File: config.mk
export PLATFORM = sky130hd
export DESIGN_NAME = uart_tx_frame
export DESIGN_NICKNAME = d
export VERILOG_FILES = /design/src/rtl/uart_tx_frame.sv
export SDC_FILE = /design/constraint.sdc
export NUM_CORES = 1
export LEC_CHECK = 0
export ABC_AREA = 1
export ABC_CLOCK_PERIOD_IN_PS = 2690
export BUFFER_PORTS_ARGS = -buffer_cell sky130_fd_sc_hd__buf_2
export CELL_PAD_IN_SITES_DETAIL_PLACEMENT = 0
export CELL_PAD_IN_SITES_GLOBAL_PLACEMENT = 1
export CORE_ASPECT_RATIO = 1.2
export CORE_MARGIN = 2
export CORE_UTILIZATION = 43
export DETAILED_ROUTE_END_ITERATION = 16
export PLACE_DENSITY = 0.74
export SYNTH_ARGS = -nofsm -noshare
export SYNTH_HDL_FRONTEND = slang
export SYNTH_SLANG_ARGS = --single-unit
File: constraint.sdc
create_clock -name clk -period 2.69 [get_ports clk]
set_input_delay 0.6725 -clock clk [delete_from_list [all_inputs] [get_ports clk]]
set_output_delay 0.6725 -clock clk [all_outputs]
set_load 0.005 [all_outputs]
File: src/rtl/uart_tx_frame.sv
// uart_tx_frame: UART transmitter. Serializes DATA_W-bit words as
// start bit, data LSB first, optional parity, then 1 or 2 stop bits.
// Ports:
//   clk      system clock, rising edge
//   rst      asynchronous reset, active-low
//   data_i   word to transmit, latched on accept (valid_i & ready_o)
//   valid_i  data_i valid; must be held until accepted
//   ready_o  block can accept a word (IDLE only)
//   tx_o     serial line, idle high, driven from a flop
//   busy_o   frame in progress
//   done_o   one-cycle pulse after the last stop bit completes
module uart_tx_frame #(
    parameter int unsigned CLKS_PER_BIT = 868,
    parameter int unsigned DATA_W       = 7,
    parameter int unsigned PARITY_EN    = 1,
    parameter int unsigned PARITY_ODD   = 0,
    parameter int unsigned STOP_BITS    = 1
) (
    input  logic              clk,
    input  logic              rst,
    input  logic [DATA_W-1:0] data_i,
    input  logic              valid_i,
    output logic              ready_o,
    output logic              tx_o,
    output logic              busy_o,
    output logic              done_o
);

    localparam int unsigned TW = (CLKS_PER_BIT > 1) ? $clog2(CLKS_PER_BIT) : 1;
    localparam int unsigned IW = (DATA_W > 1) ? $clog2(DATA_W) : 1;

    localparam logic [2:0] S_IDLE   = 3'd0;
    localparam logic [2:0] S_START  = 3'd1;
    localparam logic [2:0] S_DATA   = 3'd2;
    localparam logic [2:0] S_PARITY = 3'd3;
    localparam logic [2:0] S_STOP   = 3'd4;

    logic [2:0]        state_q, state_nxt;
    logic [TW-1:0]     timer_q, timer_nxt;
    logic [IW-1:0]     idx_q, idx_nxt;
    logic [DATA_W-1:0] shreg_q, shreg_nxt;
    logic              par_q, par_nxt;
    logic              tx_nxt;
    logic              done_nxt;
    logic              bit_end;

    assign bit_end = (timer_q == TW'(CLKS_PER_BIT - 1));

    // State and output registers
    always_ff @(posedge clk or negedge rst) begin
        if (!rst) begin
            state_q <= S_IDLE;
            timer_q <= '0;
            idx_q   <= '0;
            shreg_q <= '0;
            par_q   <= 1'b0;
            tx_o    <= 1'b1;
            done_o  <= 1'b0;
            busy_o  <= 1'b0;
            ready_o <= 1'b1;
        end else begin
            state_q <= state_nxt;
            timer_q <= timer_nxt;
            idx_q   <= idx_nxt;
            shreg_q <= shreg_nxt;
            par_q   <= par_nxt;
            tx_o    <= tx_nxt;
            done_o  <= done_nxt;
            busy_o  <= (state_nxt != S_IDLE);
            ready_o <= (state_nxt == S_IDLE);
        end
    end

    // Next-state logic; tx/busy/ready are registered from the next state so
    // they line up with the state they describe.
    always_comb begin
        state_nxt = state_q;
        timer_nxt = timer_q + TW'(1);
        idx_nxt   = idx_q;
        shreg_nxt = shreg_q;
        par_nxt   = par_q;
        done_nxt  = 1'b0;
        tx_nxt    = 1'b1;

        case (state_q)
            S_IDLE: begin
                timer_nxt = '0;
                idx_nxt   = '0;
                if (valid_i) begin
                    state_nxt = S_START;
                    shreg_nxt = data_i;
                    par_nxt   = (^data_i) ^ 1'(PARITY_ODD);
                end
            end
            S_START: begin
                if (bit_end) begin
                    state_nxt = S_DATA;
                    timer_nxt = '0;
                end
            end
            S_DATA: begin
                if (bit_end) begin
                    timer_nxt = '0;
                    shreg_nxt = shreg_q >> 1;
                    if (idx_q == IW'(DATA_W - 1)) begin
                        idx_nxt   = '0;
                        state_nxt = (PARITY_EN != 0) ? S_PARITY : S_STOP;
                    end else begin
                        idx_nxt = idx_q + IW'(1);
                    end
                end
            end
            S_PARITY: begin
                if (bit_end) begin
                    state_nxt = S_STOP;
                    timer_nxt = '0;
                end
            end
            S_STOP: begin
                if (bit_end) begin
                    timer_nxt = '0;
                    if (idx_q == IW'(STOP_BITS - 1)) begin
                        idx_nxt   = '0;
                        state_nxt = S_IDLE;
                        done_nxt  = 1'b1;
                    end else begin
                        idx_nxt = idx_q + IW'(1);
                    end
                end
            end
            default: begin
                state_nxt = S_IDLE;
                timer_nxt = '0;
                idx_nxt   = '0;
            end
        endcase

        // Line level for the coming cycle
        case (state_nxt)
            S_START:  tx_nxt = 1'b0;
            S_DATA:   tx_nxt = shreg_nxt[0];
            S_PARITY: tx_nxt = par_nxt;
            default:  tx_nxt = 1'b1;
        endcase
    end

endmodule

==> impl_metrics.tcl <==
set metrics [dict create \
    outcome "finished, final reports clean" \
    hold_violations 0 \
    syn_area_per_cell_um2 8.25 \
    drive_gt1_frac 0.196 \
    sw_frac_of_total 0.198 \
    nets 219 \
    multi_input_area_um2 759 \
    io_buffers 13 \
    clkTransAtPathRegs_ps 100 \
    synthesis.area_um2 1570 \
    synth_top_area_share 0.415 \
    cts-root-buf "clkbuf_8" \
    place_inst 239 \
    insertion_delay_ps 270 \
    rows 24 \
    power_frac_comb 0.055 \
    dieWidth_um 59.1 \
    irDropWorstVdd_mv 0.419 \
    postRouteAntennaNets 0 \
    path_max_fanout 5 \
    crit_type "reg -> reg" \
    critPathRequiredTime_ps 2860 \
    clkPwrFrac 0.414 \
    p_leak_nw 0.859 \
    drc 0 \
    antenna_found_initial 0 \
    cts_setup_buffers 0 \
    slowest_stage "dfrtp_1" \
    finalCritPeriodShare 0.648 \
    num-fill-cells 360 \
    yosys_warnings 0 \
    ioPinCount 14 \
    grt_max_degree 29 \
    critical_path_arrival_ps 1920 \
    report.final.slew_viol_count 0 \
    ys_seq_area_frac 0.449 \
    n_antenna_cell 0 \
    die_h_um 70.1 \
    start_util 0.439 \
    seq_power_share 0.531 \
    clock-sinks 28 \
    hp-class "in -> async" \
    vias 1237 \
    async_flop_share 1.00 \
    yosys.area.top_type "dfrtp_1" \
    synth_flop_cell "dfrtp_1" \
    fin_crit_ps 1740 \
    rsz0062_at_grt "no" \
    synth.distinct_cells 31 \
    grt_pass1_vias 1144 \
    finalSetupViolCount 0 \
    tritoncts "done" \
    worstSetupStartpointType "flip-flop" \
    vias_per_cell 5.09 \
    syn2layout_area_growth_pct 10.7 \
    ctsResizeCount 0 \
    seq_area_um2 703 \
    slew_headroom 0.582 \
    crit_path_cell_trace "ha_1 -> inv_1 -> nor3_1 -> nand4_1 -> nand3_1 -> nand2_2 -> nor2_2 -> inv_2" \
    drt_iter0_drc 55 \
    synth_edf_count 0 \
    clock_path_buffers 2 \
    p_sw_mw 0.156 \
    hpwl_um 2220 \
    drt_first_pass_iters 5 \
    grt_usage 0.155 \
    routedWlPerCell_um 11.9 \
    synth_cells 190 \
    synth.net_count 204 \
    coreArea_um2 3570 \
    htreeDepth 1 \
    setup_tns_ps 0 \
    ys_ff_latch 28 \
    grt_pass1_wl_um 5040 \
    die_area_um2 4150 \
    ys_top_cells_by_area "dfrtp_1, nand2_1, nand3_1, inv_1, nor2_1" \
    routabilityCongestion 0.828 \
    internal_power_mw 0.635 \
    clock.fmax_mhz 574 \
    cts_hold_buf 0 \
    grt_overflow_total 0 \
    cts_buffers 3 \
    end_kind "flip-flop" \
    finalNonFillerCells 243 \
    worst_slew_pin_slew_ps 627 \
    power_density_nw_per_um2 456 \
    slowest_delay_ps 420 \
    drv_cap 0 \
    wl_um 2890 \
    final.setup_skew_ps 3.78 \
]
## final cells by class
class,count,share of cell area
clock inverter,1,0.0173
inverter,23,0.0505
tap,39,0.0281
timing repair buffer,13,0.0375
multi-input combinational,136,0.438
clock buffer,3,0.0238
sequential,28,0.405
## layout by cell type (no fill, tap or decap)
| cell type | instances |
|---|---|
| a31o_2 | 1 |
| o22ai_1 | 2 |
| nor3_1 | 6 |
| nand3_4 | 1 |
| nand2_2 | 6 |
| clkbuf_8 | 3 |
| inv_1 | 21 |
| o31ai_1 | 1 |
| inv_2 | 1 |
| nand3_1 | 18 |
| nor3b_2 | 1 |
| buf_2 | 13 |
| ha_1 | 4 |
| xnor2_1 | 4 |
| nor3b_1 | 1 |
| xor2_1 | 6 |
| a22oi_1 | 4 |
| nor2_2 | 4 |
| nand3_2 | 2 |
| dfstp_2 | 2 |
| a21oi_2 | 1 |
| nor2_1 | 17 |
| a21oi_1 | 4 |
| bufinv_16 | 1 |
| dfrtp_1 | 26 |
| or2_2 | 1 |
| clkinv_2 | 1 |
| nand2_1 | 43 |
| nand4_1 | 2 |
| nor2_4 | 2 |
| o21ai_0 | 4 |
| o211ai_1 | 1 |
## power by group through the flow
stage | Combinational (mW) | Clock, mW | Sequential [mW]
final | 0.0435 | 0.327 | 0.421
after CTS | 0.0442 | 0.340 | 0.421
after floorplan | 0.0231 | 0 | 0.429
after global routing | 0.0499 | 0.364 | 0.421
after global placement | 0.0428 | 0 | 0.429
after detailed placement | 0.0440 | 0 | 0.429
## registers in the layout (all words and copies together), names as in the netlist
name / count
busy_o: 1
done_o: 1
idx_q: 3
par_q: 1
ready_o: 1
shreg_q: 7
state_q: 3
timer_q: 10
tx_o: 1
## stage by stage
stage / utilization / power [mW] / cell area, um^2 / hold WS [ps] / setup WS [ps]
floorplan: - / 0.452 / 1570 / 377 / 1190
global placement: 0.466 / 0.472 / 1660 / 483 / 959
detailed placement: 0.466 / 0.473 / 1660 / 474 / 920
CTS: 0.486 / 0.805 / 1740 / 417 / 914
global route: 0.486 / 0.835 / 1740 / 444 / 772
finish: 0.486 / 0.792 / 1740 / 408 / 947
## final timing paths
path / start / endpoint / slack, ps / depth (start not counted)
hold / removal: rst / done_o / 410 / 1
min in group clk: par_q / par_q / 490 / 2
setup / recovery: timer_q[0] / busy_o / 950 / 8
setup reg to reg: timer_q[0] / busy_o / 950 / 8
hold reg to reg: par_q / par_q / 490 / 2
max in group asynchronous: rst / shreg_q[1] / 1880 / 1
## layer usage
layer | wire length, um | GRT usage | vias to the layer above
met5 | 0 | 0 | -
met4 | 36 | 0.0404 | 0
met3 | 55 | 0.0296 | 4
met2 | 1480 | 0.260 | 9
met1 | 1310 | 0.202 | 582
li1 | - | - | 642
## synth_stat cells (2+ instances only)
| cell | instances |
|---|---|
| xor2_1 | 6 |
| o21ai_0 | 4 |
| nor2_2 | 4 |
| nand3_1 | 18 |
| dfrtp_1 | 26 |
| nor2_1 | 17 |
| buf_2 | 2 |
| ha_1 | 4 |
| nand2_1 | 43 |
| inv_1 | 21 |
| nand3_2 | 2 |
| o22ai_1 | 2 |
| xnor2_1 | 4 |
| dfstp_2 | 2 |
| a21oi_1 | 4 |
| nor2_4 | 2 |
| a22oi_1 | 4 |
| nor3_1 | 6 |
| nand4_1 | 2 |
| nand2_2 | 6 |
## worst max-delay path, delay by kind of cell (launching register included)
| family | cells | cell delay, ps |
|---|---|---|
| flip-flops | 1 | 420 |
| adder cells (fa/ha/maj) | 1 | 250 |
| buffers and inverters | 2 | 100 |
| AND/OR/NAND/NOR | 5 | 880 |
## logic make-up after synthesis
logic type | Yosys count | synth area share
AO/OA/AOI/OAI | 18 | 0.0734
XOR/XNOR | 10 | 0.0559
adder cells (fa/ha/maj) | 4 | 0.0319
buffers and inverters | 26 | 0.0670
flip-flops | 28 | 0.449
AND/OR/NAND/NOR | 104 | 0.323
No activity file was read; power rests on OpenSTA's default activity.
